`src/rtl/rv_regfile_mp.sv`:
```
// Parametrised register file: NREAD registered read ports, one writeback port,
// write-first forwarding, stall-coherent operand holds, late bypass and a hardware clear sequencer.
module rv_regfile_mp #(
    parameter int XLEN  = 32,
    parameter int NREGS = 32,
    parameter int NREAD = 2,
    localparam int AW   = $clog2(NREGS)
) (
    input  logic                  clk_i,
    input  logic                  rst_i,
    input  logic                  d_stall_i,
    input  logic [NREAD*AW-1:0]   rf_rs_i,
    input  logic [NREAD*AW-1:0]   d_rs_i,
    output logic [NREAD*XLEN-1:0] x_rs_value_o,
    input  logic [AW-1:0]         w_rd_i,
    input  logic [XLEN-1:0]       w_rd_value_i,
    input  logic                  w_rd_store_i,
    input  logic                  w_bypass_rd_write_i,
    input  logic [XLEN-1:0]       w_bypass_rd_value_i,
    output logic                  init_busy_o
);

    localparam logic [AW-1:0] CNT_LAST = AW'(NREGS - 1);
    localparam logic [AW-1:0] CNT_ONE  = AW'(1);

    // ST_CLEAR: writing zero to register r_clr_cnt; ST_RUN: normal operation
    typedef enum logic {ST_CLEAR, ST_RUN} state_t;

    state_t          r_state;
    state_t          w_state_nxt;
    logic [AW-1:0]   r_clr_cnt;

    logic [XLEN-1:0] r_mem       [NREAD][NREGS];
    logic [XLEN-1:0] r_hold_val  [NREAD];
    logic [AW-1:0]   r_hold_addr [NREAD];

    logic [AW-1:0]   w_rf_rs [NREAD];
    logic [AW-1:0]   w_d_rs  [NREAD];
    logic            w_byp   [NREAD];

    logic w_run;
    logic w_clr_we;
    logic w_wr_en;
    logic w_cap_en;

    assign w_run       = (r_state == ST_RUN);
    assign w_clr_we    = (r_state == ST_CLEAR) && !rst_i;
    assign w_wr_en     = w_run && !rst_i && w_rd_store_i && (w_rd_i != '0);
    assign w_cap_en    = w_run && !d_stall_i;
    assign init_busy_o = (r_state == ST_CLEAR);

    always_comb begin
        w_state_nxt = r_state;
        case (r_state)
            ST_CLEAR: if (r_clr_cnt == CNT_LAST) w_state_nxt = ST_RUN;
            ST_RUN:   w_state_nxt = ST_RUN;
            default:  w_state_nxt = ST_CLEAR;
        endcase
    end

    always_ff @(posedge clk_i) begin
        if (rst_i) begin
            r_state   <= ST_CLEAR;
            r_clr_cnt <= '0;
        end else begin
            r_state <= w_state_nxt;
            if (r_state == ST_CLEAR) r_clr_cnt <= r_clr_cnt + CNT_ONE;
        end
    end

    // One 1R1W copy per read port; all copies see the same write.
    always_ff @(posedge clk_i) begin
        for (int p = 0; p < NREAD; p++) begin
            if (w_clr_we)
                r_mem[p][r_clr_cnt] <= '0;
            else if (w_wr_en)
                r_mem[p][w_rd_i] <= w_rd_value_i;
        end
    end

    always_ff @(posedge clk_i) begin
        for (int p = 0; p < NREAD; p++) begin
            if (rst_i || !w_run) begin
                r_hold_val[p]  <= '0;
                r_hold_addr[p] <= '0;
            end else if (w_cap_en) begin
                r_hold_addr[p] <= w_rf_rs[p];
                if (w_rf_rs[p] == '0)
                    r_hold_val[p] <= '0;
                else if (w_wr_en && (w_rd_i == w_rf_rs[p]))
                    r_hold_val[p] <= w_rd_value_i;
                else
                    r_hold_val[p] <= r_mem[p][w_rf_rs[p]];
            end else if (w_wr_en && (w_rd_i == r_hold_addr[p])) begin
                // keeps a stalled operand coherent with writeback
                r_hold_val[p] <= w_rd_value_i;
            end
        end
    end

    for (genvar g = 0; g < NREAD; g++) begin : g_port
        assign w_rf_rs[g] = rf_rs_i[g*AW +: AW];
        assign w_d_rs[g]  = d_rs_i[g*AW +: AW];
        assign w_byp[g]   = w_run && w_bypass_rd_write_i && (w_rd_i == w_d_rs[g]) && (w_rd_i != '0);
        assign x_rs_value_o[g*XLEN +: XLEN] = w_byp[g] ? w_bypass_rd_value_i : r_hold_val[g];
    end

endmodule

```
`config.mk`:
```
export PLATFORM = sky130hd
export DESIGN_NAME = rv_regfile_mp
export DESIGN_NICKNAME = d
export VERILOG_FILES = /design/src/rtl/rv_regfile_mp.sv
export SDC_FILE = /design/constraint.sdc
export NUM_CORES = 2
export LEC_CHECK = 0
export CORE_ASPECT_RATIO = 1.2
export CORE_MARGIN = 2
export CORE_UTILIZATION = 48
export DETAILED_ROUTE_END_ITERATION = 10
export HOLD_SLACK_MARGIN = 0.12
export RECOVER_POWER = 100
export SYNTH_ARGS = -nofsm -noshare
export SYNTH_HDL_FRONTEND = slang
export SYNTH_SLANG_ARGS = --single-unit
```
`constraint.sdc`:
```
create_clock -name clk_i -period 6.65 [get_ports clk_i]
set_clock_uncertainty 0.2 [all_clocks]
set_input_delay 1.33 -clock clk_i [delete_from_list [all_inputs] [get_ports clk_i]]
set_output_delay 1.33 -clock clk_i [all_outputs]
set_load 0.02 [all_outputs]
```
==> metrics list <==
* First drt pass iteration count: 7
* Clock Tree Buf Depth: 3
* Hold_ws: 399.4 ps
- # Post-CTS Setup Buffers: 0
* Worst max-slew margin expressed relative to the limit: -128.6%
* Launching element type of the critical path: input pin
- Reg2Reg Setup Slack: 1020 ps
- The core region is 198700 um^2.
* Most common cell after layout, fill and taps aside: edfxtp_1
- Required time at the worst-slack endpoint: 7160 ps
- For hold timing, the worst endpoint is r_clr_cnt[1].
* Register clock-pin slew on the reported worst setup and hold paths: 60 ps
- Fraction of final layout cells sized beyond drive strength 1: 15.74%
- Vias per inst: 6.065
- Root buffer cell: clkbuf_16
- Final net count: 6240
- TritonCTS built the clock tree.
- Final-report setup violation count: 0
- The number of buffers and inverters on the critical path is 4.
* Fmax: 0.1616 GHz
- Power spread over the standard cell area amounts to 254.0 nW/um^2.
* Std-Cell Rows: 179
- At the end of routability-driven placement, the weighted congestion stood at 0.8449.
* Clock sink count: 2128
- In this run the worst hold path is classified as flip-flop to flip-flop.
- The endpoint identified for the worst register-to-register timing path is r_mem[0][323].
- Yosys synthesis warning count: 0
- The top cell types in the final layout, fill and taps aside, are edfxtp_1 (2122), and2_1 (1152), and2_0 (844).
- Global routing finished with a remaining overflow of 0.
- First-iteration detailed-routing DRC count: 6819
- Leakage Power: 31.10 nW
* Post-cts sizing count: 0
- Final HPWL from detailed placement: 166.2 mm
* Chain of cells forming the critical path: dlygate4sd3_1 -> buf_4 -> or3_1 -> clkbuf_1 -> o31ai_1 -> or4_1 -> nor2b_1 -> clkbuf_2 -> a32o_1
* Slew at the pin with the worst max-slew slack: 3429 ps
* Global-route wire length before repair: 413.4 mm
- The count of nets left with antenna violations once routing finished came out at 0.
- For this run, the leading register cell type out of synthesis is edfxtp_1.
- For this run, the slowest stage of the critical path takes 2160 ps.
* Count of different cell masters after synthesis: 52
- Port Buffers: 158
- Final Max Slew Viols: 3229
* Cell count after synthesis: 6133
- Crit share post-route: 93.04%
* CP top delay family: simple AND/OR/NAND/NOR gates
- Pin count of the biggest net entering global routing: 89
* Worst Hold Launch: r_clr_cnt[1]
- The synthesized netlist occupies a cell area of 96110 um^2.
- Post-synthesis sequential area ratio: 66.42%
- The number of hold-slack violations in the final timing report came to 0.
* Via count: 54223
- Clock latency on the worst-skew pair, taken at its later pin, is 860 ps.
* Post-detailed-routing wire length: 292.6 mm
- Async S/R FF share, synth: 0%
* Number of flops mapped to enable cells by yosys: 2122
- The startpoint identified for the worst register-to-register timing path is r_state.
* Violated checks: capacitance limit, slew limit
- The worst register-to-register path has a depth of 5.
- Hold repair after CTS inserted 0 buffers.
- STA classifies the critical path endpoint as a flip-flop.
- Data arrival time at the worst-slack endpoint: 6700 ps
* Detailed-route wire length per cell: 32.72 um
- The worst-case IR drop observed on VDD is 0.2355 mV.
- Pin placement for this block handled 159 I/O pins.
- Crit path launch: w_rd_i[4]
- Total Neg Setup Slack: 0 ps
- Classification of the worst setup path: input pin to flip-flop
- CP max stage cell: nor2b_1
- Effective utilization at floorplan: 48.38%
* RSZ-0062 raised after global routing: no
- Clock tree synthesis inserted a total of 204 buffers.
- Number of flip-flops and latches in the synthesized netlist: 2128
- The run finished, with violations left.
- Y dimension of the die: 494.2 um
- Total DRC errors in the routed layout: 0
* Hold Crit Depth: 2
- Initial antenna violation count: 22
* Die footprint: 203800 um^2
* Maximum net fanout on the critical path: 20
* All-Layer GR Usage: 28.77%
- Die extent in x: 412.5 um
- Area delta synth->final: 10.92%
- Number of max-cap violations: 91
- For the finished layout, the period the worst path requires is 6187 ps.
* Vias in the first global route: 54527
* Avg Synthesized Cell Area: 15.67 um^2
- # H-tree levels: 4
==> power by group <==
group	internal (mW)	switching [mW]
combinational	0.354	0.788
clock	6.23	5.04
sequential	14.6	0.0228
total	21.2	5.85
==> Yosys cell counts (16+ instances only) <==
| cell type | count | area share [%] |
|---|---|---|
| a211oi_1 | 42 | 0.33 |
| a21oi_1 | 61 | 0.32 |
| a22o_1 | 16 | 0.15 |
| a32o_1 | 48 | 0.50 |
| and2_1 | 1995 | 13 |
| buf_1 | 45 | 0.18 |
| buf_2 | 118 | 0.61 |
| clkbuf_1 | 459 | 1.8 |
| edfxtp_1 | 2122 | 66 |
| mux2_2 | 64 | 0.75 |
| mux2i_1 | 254 | 2.6 |
| mux4_2 | 438 | 10 |
| nand2_1 | 40 | 0.16 |
| nor2_1 | 42 | 0.16 |
| nor2b_1 | 25 | 0.16 |
| nor3_1 | 31 | 0.16 |
| nor4_1 | 17 | 0.11 |
| o221ai_1 | 26 | 0.24 |
| o22ai_1 | 163 | 1.1 |
| xnor2_1 | 17 | 0.15 |
| xor2_1 | 16 | 0.15 |
==> layout make-up <==
cell class | instances | area (um^2)
Antenna cell | 7 | 17.52
Timing Repair Buffer | 375 | 3004
Fill cell | 15813 | 92050
Clock buffer | 270 | 5523
Sequential cell | 2128 | 63840
Multi-Input combinational cell | 3429 | 30170
Inverter | 3 | 11.26
Clock inverter | 105 | 763.2
Tap cell | 2624 | 3283
==> state kept, by name (all words and copies together) (netlist names) <==
name / count
r_mem: 2048
r_hold_val: 64
r_hold_addr: 10
r_clr_cnt: 5
r_state: 1
==> stage by stage <==
stage	worst slack, ps	std cells	total power, mW	utilization, %	instance area [um^2]
final	462.5	8941	27.08	53.66	106600
after detailed placement	880.4	8559	16.10	51.12	101500
after global placement	935.0	8559	16.09	51.12	101500
after CTS	861.9	8934	27.20	54.28	107800
after global routing	431.3	8935	27.72	53.66	106600
after floorplan	623.0	6196	15.61	-	96350
==> cell families (layout without fill, tap and decap cells) <==
| family | Yosys count | after routing | share of synthesized area [%] |
|---|---|---|---|
| AND/OR/NAND/NOR | 2200 | 2200 | 14.10 |
| AO/OA/AOI/OAI | 371 | 371 | 2.719 |
| XOR/XNOR | 33 | 33 | 0.3007 |
| adder cells (fa/ha/maj) | 5 | 5 | 0.06509 |
| other | 1 | 71 | 0.003902 |
| flip-flops | 2128 | 2128 | 66.42 |
| multiplexers | 756 | 756 | 13.66 |
| buffers and inverters | 639 | 753 | 2.733 |
==> worst reg2reg max path, stage by stage (launching register included) <==
cell and delay, ps:
dfxtp_1 700, and3b_1 360, nand3b_1 110, clkbuf_1 540, o22ai_1 1890, clkbuf_1 1370
==> routing by layer <==
metal,vias to the layer above,GRT usage (%),part of all wire [%]
li1,22643,-,-
met1,28477,39.70,40
met2,2636,46.03,48
met3,461,6.267,9.8
met4,6,8.457,2.9
met5,-,0,0.014
==> worst max-delay path by stage <==
stage | to | slack [ps] | depth (start not counted)
finish | r_hold_val[0][4] | 460 | 9
CTS | x_rs_value_o[26] | 860 | 8
floorplan | r_mem[0][100] | 620 | 7
global placement | x_rs_value_o[28] | 940 | 8
global route | r_hold_val[0][3] | 430 | 9
detailed placement | x_rs_value_o[26] | 880 | 8
Power figures use the tool's default switching activity.
